$ cat src/rtl/pattern_event_logger_pkg.sv
// Shared definitions for the pattern event logger: event codes and record layout.
// A FIFO record is packed as {code, time}, with the 2-bit code in the MSBs.
package pattern_log_pkg;

  localparam int unsigned EV_CODE_W = 2;

  typedef enum logic [EV_CODE_W-1:0] {
    EV_NONE = 2'b00,
    EV_Y1   = 2'b01,
    EV_Y2   = 2'b10,
    EV_BOTH = 2'b11
  } ev_code_e;

  function automatic ev_code_e hit_code(input logic y1, input logic y2);
    return ev_code_e'({y2, y1});
  endfunction

endpackage

$ cat src/rtl/pattern_event_logger_fifo.sv
// Event FIFO with valid/ready head, occupancy level and drop reporting.
// When full, a push is still accepted if a pop happens in the same cycle.
module pattern_event_fifo #(
  parameter int unsigned W     = 18,
  parameter int unsigned DEPTH = 8
) (
  input  logic                     ck,
  input  logic                     rs,
  input  logic                     clr,
  input  logic                     push,
  input  logic [W-1:0]             din,
  input  logic                     pop,
  output logic                     valid,
  output logic [W-1:0]             head,
  output logic                     drop,
  output logic [$clog2(DEPTH):0]   level
);

  localparam int unsigned AW = $clog2(DEPTH);
  localparam logic [AW:0] FULL_CNT = (AW+1)'(DEPTH);

  logic [AW-1:0] wr_q, wr_d, rd_q, rd_d;
  logic [AW:0]   cnt_q, cnt_d;
  logic [W-1:0]  mem_q [DEPTH];
  logic          empty, full, pop_en, push_en;

  always_comb begin
    empty   = (cnt_q == '0);
    full    = (cnt_q == FULL_CNT);
    pop_en  = pop & ~empty & ~clr;
    // On a full FIFO the pop frees the head slot, which is exactly the write slot.
    push_en = push & ~clr & (~full | pop_en);
    drop    = push & ~clr & full & ~pop_en;
    wr_d    = wr_q;
    rd_d    = rd_q;
    cnt_d   = cnt_q;
    if (clr) begin
      wr_d  = '0;
      rd_d  = '0;
      cnt_d = '0;
    end else begin
      if (push_en) wr_d = wr_q + 1'b1;
      if (pop_en)  rd_d = rd_q + 1'b1;
      case ({push_en, pop_en})
        2'b10:   cnt_d = cnt_q + 1'b1;
        2'b01:   cnt_d = cnt_q - 1'b1;
        default: cnt_d = cnt_q;
      endcase
    end
  end

  always_ff @(posedge ck or posedge rs) begin
    if (rs) begin
      wr_q  <= '0;
      rd_q  <= '0;
      cnt_q <= '0;
    end else begin
      wr_q  <= wr_d;
      rd_q  <= rd_d;
      cnt_q <= cnt_d;
    end
  end

  always_ff @(posedge ck) begin
    if (push_en) mem_q[wr_q] <= din;
  end

  assign valid = ~empty;
  assign head  = empty ? '0 : mem_q[rd_q];
  assign level = cnt_q;

endmodule

$ cat src/rtl/pattern_event_logger.sv
// Logs detector hits (y1="1011", y2="1100") as timestamped records in a FIFO,
// with saturating per-pattern hit counters and dropped-event accounting.
module pattern_event_logger
  import pattern_log_pkg::*;
#(
  parameter int unsigned TW    = 16,
  parameter int unsigned CW    = 16,
  parameter int unsigned DEPTH = 8
) (
  input  logic                     ck,
  input  logic                     rs,
  input  logic                     y1,
  input  logic                     y2,
  input  logic                     clr,
  output logic                     ev_valid,
  input  logic                     ev_ready,
  output logic [1:0]               ev_code,
  output logic [TW-1:0]            ev_time,
  output logic [CW-1:0]            cnt1,
  output logic [CW-1:0]            cnt2,
  output logic [$clog2(DEPTH):0]   level,
  output logic                     overflow,
  output logic [7:0]               drops
);

  localparam int unsigned RW = EV_CODE_W + TW;

  logic [TW-1:0] ts_q, ts_d;
  logic [CW-1:0] cnt1_q, cnt1_d, cnt2_q, cnt2_d;
  logic [7:0]    drops_q, drops_d;
  logic          ovf_q, ovf_d;
  logic          hit, drop;
  ev_code_e      code;
  logic [RW-1:0] rec, head;

  always_comb begin
    code = hit_code(y1, y2);
    hit  = y1 | y2;
    rec  = {code, ts_q};
    ts_d    = clr ? '0 : ts_q + TW'(1);
    cnt1_d  = cnt1_q;
    cnt2_d  = cnt2_q;
    drops_d = drops_q;
    ovf_d   = ovf_q;
    if (clr) begin
      cnt1_d  = '0;
      cnt2_d  = '0;
      drops_d = '0;
      ovf_d   = 1'b0;
    end else begin
      if (y1 && cnt1_q != '1) cnt1_d = cnt1_q + CW'(1);
      if (y2 && cnt2_q != '1) cnt2_d = cnt2_q + CW'(1);
      if (drop) begin
        ovf_d = 1'b1;
        if (drops_q != '1) drops_d = drops_q + 8'd1;
      end
    end
  end

  always_ff @(posedge ck or posedge rs) begin
    if (rs) begin
      ts_q    <= '0;
      cnt1_q  <= '0;
      cnt2_q  <= '0;
      drops_q <= '0;
      ovf_q   <= 1'b0;
    end else begin
      ts_q    <= ts_d;
      cnt1_q  <= cnt1_d;
      cnt2_q  <= cnt2_d;
      drops_q <= drops_d;
      ovf_q   <= ovf_d;
    end
  end

  pattern_event_fifo #(
    .W     (RW),
    .DEPTH (DEPTH)
  ) u_fifo (
    .ck    (ck),
    .rs    (rs),
    .clr   (clr),
    .push  (hit),
    .din   (rec),
    .pop   (ev_ready),
    .valid (ev_valid),
    .head  (head),
    .drop  (drop),
    .level (level)
  );

  assign ev_code  = head[RW-1:TW];
  assign ev_time  = head[TW-1:0];
  assign cnt1     = cnt1_q;
  assign cnt2     = cnt2_q;
  assign drops    = drops_q;
  assign overflow = ovf_q;

endmodule

$ cat config.mk
export PLATFORM = sky130hd
export DESIGN_NAME = pattern_event_logger
export DESIGN_NICKNAME = d
export VERILOG_FILES = /design/src/rtl/pattern_event_logger_pkg.sv /design/src/rtl/pattern_event_logger_fifo.sv /design/src/rtl/pattern_event_logger.sv
export SDC_FILE = /design/constraint.sdc
export NUM_CORES = 1
export LEC_CHECK = 0
export CORE_UTILIZATION = 37
export DETAILED_ROUTE_END_ITERATION = 10
export DONT_BUFFER_PORTS = 1
export SLEW_MARGIN = 30
export SYNTH_ARGS = -nofsm -noshare
export SYNTH_HDL_FRONTEND = slang
export SYNTH_SLANG_ARGS = --single-unit
$ cat constraint.sdc
create_clock -name ck -period 2.3 [get_ports ck]
set_input_delay 0.46 -clock ck [delete_from_list [all_inputs] [get_ports ck]]
set_output_delay 0.46 -clock ck [all_outputs]
set_load 0.03 [all_outputs]
## Word-level counts from Yosys, hierarchy flattened

Memories as Yosys holds them, arrays and structs flattened.
Cells that the tools add are included.

| storage, ports and cells | value |
|---|---|
| bits in registers | 67 |
| memory bits (writable) | 144 |
| bits of input ports | 6 |
| output and inout port bits | 64 |
| word-level logic and storage cells | 65 |
| memories kept | 1 |

| operators by class | value |
|---|---|
| $add $sub $neg | 8 |
| eq/ne operators | 6 |
| mux-type cells | 19 |
| bitwise logic cells | 12 |
| reduce and logical (&&, ||, !) cells | 11 |

Memories:

| name | words | width | rd ports | clocked after memory_dff | wr ports | line | text |
|---|---|---|---|---|---|---|---|
| u_fifo.mem_q | 8 | 18 | 1 | 0 | 1 | pattern_event_logger_fifo.sv:24 | `logic [W-1:0] mem_q [DEPTH];` |

Operators by type and width:

| operator | count |
|---|---|
| $mux W16 | 5 |
| $add A16 B1 Y16 const B | 3 |
| $ne A16 B16 Y1 const B | 2 |
| $mux W8 | 3 |
| $mux W18 | 1 |
| $mux W3 | 4 |
| $reduce_bool A2 Y1 | 6 |
| $add A8 B1 Y8 const B | 1 |
| $ne A8 B8 Y1 const B | 1 |
| $pmux W4 S2 | 1 |
| $add A3 B1 Y3 const B | 2 |
| $and A1 B1 Y1 | 6 |
| $add A4 B1 Y4 const B | 1 |
| $eq A4 B4 Y1 const B | 1 |
| $logic_not A4 Y1 | 1 |
| $mux W1 | 4 |
| $mux W4 | 1 |
| $not A1 Y1 | 4 |
| $sub A4 B1 Y4 const B | 1 |
| $reduce_bool A3 Y1 | 1 |
| $eq A2 B1 Y1 const B | 1 |
| $eq A2 B2 Y1 const B | 1 |
| $logic_and A1 B1 Y1 | 2 |
| $or A1 B1 Y1 | 2 |
| $reduce_and A2 Y1 | 1 |

## Depth between registers and ports, before layout

| logic depth | value |
|---|---|
| depth in word-level cells | 9 |
| mapped depth | 8 |
| gate-level depth less buffers | 7 |

## Modules after synthesis

Synthesis repeated with hierarchy kept, for this count alone.

| unflattened totals | value |
|---|---|
| cell total of the unflattened synthesis | 623 |
| area total of the unflattened synthesis | 9230.1 µm² |

By module, submodules not included:

| module | instances | cells each | area an instance (µm²) |
|---|---|---|---|
| pattern_event_fifo | 1 | 307 | 6187.2 |
| pattern_event_logger | 1 | 316 | 3042.9 |

## Least setup slack after synthesis

OpenSTA, ideal clock, no wires.

| path | value |
|---|---|
| kind | reg2reg |
| from | register u_fifo.cnt_q[1], in the netlist u_fifo.level[1] |
| to | memory u_fifo.mem_q[1][0], enable pin |
| library setup time | 416 ps |
| data arrival time | 2312 ps |
| required time | 1884 ps |
| setup slack | -428 ps |
| cell stages (with the launch flop) | 6 |
| path buffers | 1 |
| clock period less this slack | 2728 ps |
| cells stage by stage | dfrtp_1 buf_4 nor3_2 nand2_1 nand3_1 nor3_1 |

| between the ends | value |
|---|---|
| cells in the longest elaborated chain, start to end | 8 |
| elaborated cells on any way between the ends | 10 |

RTL lines:

| item | line | text |
|---|---|---|
| from (decl) | pattern_event_logger_fifo.sv:23 | `logic [AW:0] cnt_q, cnt_d;` |
| from (signal assigned) | pattern_event_logger_fifo.sv:60 | `cnt_q <= cnt_d;` |
| $logic_not A4 Y1 | pattern_event_logger_fifo.sv:28 | `empty = (cnt_q == '0);` |
| $not A1 Y1 | pattern_event_logger_fifo.sv:30 | `pop_en = pop & ~empty & ~clr;` |
| $and A1 B1 Y1 (2 in a row) | pattern_event_logger_fifo.sv:30 |  |
| $or A1 B1 Y1 * | pattern_event_logger_fifo.sv:32 | `push_en = push & ~clr & (~full \| pop_en);` |
| $and A1 B1 Y1 * | pattern_event_logger_fifo.sv:32 |  |
| $mux W1 * | pattern_event_logger_fifo.sv:65 | `if (push_en) mem_q[wr_q] <= din;` |
| $mux W1 (implied by the code) * | pattern_event_logger_fifo.sv:65 |  |
| to (decl) | pattern_event_logger_fifo.sv:24 |  |

Mark *: on every way between the ends. The rest lies on a longest branch, timed or not.

## Worst setup path after layout

| path | value |
|---|---|
| from | register u_fifo.rd_q[0] |
| to | output ev_code[0] |

| between the ends | value |
|---|---|
| cells in the longest elaborated chain, start to end | 2 |

RTL lines:

| item | line | text |
|---|---|---|
| from (decl) | pattern_event_logger_fifo.sv:22 | `logic [AW-1:0] wr_q, wr_d, rd_q, rd_d;` |
| from (signal assigned) | pattern_event_logger_fifo.sv:59 | `rd_q <= rd_d;` |
| $mem_v2 Z8 W18 | -- |  |
| $mux W18 | pattern_event_logger_fifo.sv:69 | `assign head = empty ? '0 : mem_q[rd_q];` |
| to (decl) | pattern_event_logger.sv:17 | `output logic [1:0] ev_code,` |

Every way passes these cells.

==> flow_summary.ini <==
[outcome]
status = complete, but fails checks
failed_checks = setup timing

[job]
maxCapViolCount = 0

[placed_design]
placed_cells = 963
pre_cts_slack_ps = 96.2
port_buffers = 0
gp_congestion = 0.805
post-dp-hpwl_um = 11200

[clocking]
clk_latency_ps = 510
cts_tree = built
clk_pin_slew_ps = 60
root_buffer = clkbuf_16
cts.sinks = 211
cts_htree_levels = 1
cts_buffers = 22
clockBufferDepth = 3

[yosys]
synthArstFlopShare_pct = 31.8
synth-main-ff-cell = edfxtp_1
syn_nets = 618
synth_edf_count = 144
synth.distinct_cells = 44
syn-instance-count = 604
netlist_area_sq_um = 9000
yosys_warnings = 0
synth_area_leaders = edfxtp_1, dfrtp_1, mux4_2
syn_area_per_cell_sq_um = 14.9
synth_top_area_share_pct = 48.1
yosysSeqAreaShare_pct = 66.7
yosys.area.top_type = edfxtp_1
ys_seq_elements = 211

[pwr]
power.total_w = 0.0105
p_leak_nw = 3.92
ir_drop_uv = 525
p_per_area_nw_per_um2 = 970

[critical_path]
r2r_cells = 8
endpoint_kind = output port
critPathArrivalTime_ps = 2170
crit_type = reg2out
crit_required_ps = 1840
start_kind = flip-flop
cp_max_fo = 6

[drt]
drc = 0
first_iter_violations = 295
avgRoutedWirePerCell_um = 19.2
via_per_inst = 5.23
drtPass1Iterations = 4
num_vias = 5307
ant_nets = 0
totalWireLength_um = 19500

[hold_path]
min_path_cells = 1
hold_class = in2reg

[floorplan]
dieArea_sq_um = 24900
die_w_um = 158
core_sq_um = 23700
initial_core_util_pct = 38.0
die_height_um = 158
rows = 56
pin_count = 70

[global_route]
grt_pass1_wl_um = 30300
antenna_found_initial = 0
grt_use_total_pct = 16.0
grt.overflow.total = 0
grt_max_degree = 72
first_global_vias = 5545

[final_layout]
antenna_cells = 0
final_core_util_pct = 45.7
layout.cells.non_filler = 1015
drive_above_1_share_pct = 23.0
fin_nets = 694
syn2layout_area_growth_pct = 20.2

[sta]
relSlewSlack_pct = 59.8
worstMarginPinSlew_ps = 598
finalHoldViolations = 0
rsz0062_at_grt = true
period_share_pct = 115
period_minus_slack_ps = 2630
setup_slack_ps = -334
fin_worst_skew_ps = 17.7
setup_viol = 18
tns_ps = -4500
fmax_mhz = 380
maxSlewViolCount = 0
==> final timing paths <==
path / start / end / slack [ps]
worst max-delay path: u_fifo.rd_q[0] / ev_code[0] / -330
worst min-delay path: clr / cnt1[1] / 20
worst max register to register: u_fifo.level[3] / u_fifo.level[3] / 80
worst min register to register: cnt2[8] / cnt2[8] / 610
max in group asynchronous: rs / u_fifo.level[0] / 1480
min in group asynchronous: rs / cnt2[8] / 480
==> registers in the layout, summed over array words and instances, names as in the netlist <==
register      cells
cnt1             16
cnt2             16
drops             8
overflow          1
ts_q             16
u_fifo.level      4
u_fifo.mem_q    144
u_fifo.rd_q       3
u_fifo.wr_q       3
==> cells in the mapped netlist (2+ instances only) <==
cell / instances
o21ai_0: 11
nand3b_1: 2
and3_1: 11
clkbuf_1: 12
or3_1: 10
buf_2: 9
o31ai_1: 2
mux4_2: 36
a2111oi_1: 2
dfrtp_1: 67
nand4_1: 16
nor2b_1: 3
edfxtp_1: 144
nand3_1: 21
xnor2_1: 15
nor4_1: 3
nand2_1: 24
buf_1: 3
nor2_1: 87
a21oi_1: 14
a311oi_1: 2
inv_1: 7
mux2i_1: 26
nand2b_1: 5
o2111ai_1: 2
ha_1: 8
and4_1: 2
xor2_1: 28
nor4_4: 2
nor3b_1: 2
or4_1: 2
nor3_1: 14
==> worst max-delay path: stages (launching register included) <==
cell	delay, ps
dfrtp_2	430
buf_12	150
buf_12	130
mux4_2	490
mux2i_1	180
nor2_1	100
buf_4	180
==> placed cells by master, fill, tap and decap left out, drive strengths merged, types with 3 or more instances in the layout <==
| cell | instances |
|---|---|
| mux4 | 36 |
| o21ai | 11 |
| dfrtp | 67 |
| nor3 | 15 |
| xnor2 | 15 |
| nand2b | 5 |
| inv | 8 |
| nand2 | 24 |
| mux2i | 26 |
| buf | 76 |
| nand3 | 22 |
| nor4 | 5 |
| xor2 | 28 |
| nor2b | 3 |
| edfxtp | 144 |
| clkinv | 6 |
| nand4 | 17 |
| or3 | 10 |
| nor2 | 87 |
| a21oi | 14 |
| ha | 8 |
| and3 | 11 |
| clkbuf | 33 |
| o31ai | 3 |
==> stage by stage <==
step,hold WS [ps],cell area (sq um)
2_1_floorplan,539,9010
3_3_place_gp,450,9870
3_5_place_dp,467,9870
4_1_cts,3.61,10800
5_1_grt,4.84,10800
6_report,18.5,10800
==> area by class of cell <==
cell class | instances | area, sq um
Clock buffer | 33 | 622
Clock inverter | 7 | 67.6
Multi-Input combinational cell | 360 | 2910
Tap cell | 319 | 399
Timing Repair Buffer | 77 | 778
Fill cell | 2102 | 12900
Inverter | 8 | 32.5
Sequential cell | 211 | 6000
==> cells by family after synthesis <==
| group | synth area share, % |
|---|---|
| adders and majority gates | 1.11 |
| and+or+nand+nor | 11.4 |
| xor gates and xnor gates | 4.19 |
| buffers and inverters | 1.54 |
| AOI/OAI and AO/OA | 2.98 |
| DFF | 66.7 |
| muxes | 12.0 |
==> repair_timing <==
| action | in CTS | in global routing |
|---|---|---|
| pin swaps | 6 | 6 |
| cloned | 4 | 0 |
| setup endpoints to repair | 19 | 19 |
| resized for setup | 15 | 6 |
| hold buffers | 1 | 0 |
| hold endpoints to repair | 67 | 0 |
| buffers inserted | 8 | 1 |
==> metal layers <==
layer  vias to the layer above  GRT usage [%]  share of wire (%)
li1                       2442              -                  -
met1                      2692           20.5                 42
met2                       152           27.4                 48
met3                        21           3.67                7.8
met4                         0           4.21                1.5
met5                         -              0                  0
==> where the power goes <==
| part | total (W) | switching [W] | leakage [nW] | internal (W) |
|---|---|---|---|---|
| clock | 0.00339 | 0.00141 | 0.336 | 0.00198 |
| combinational | 0.00283 | 0.00149 | 1.32 | 0.00134 |
| sequential | 0.00427 | 0.0000910 | 2.26 | 0.00418 |
Power figures use the tool's default switching activity.
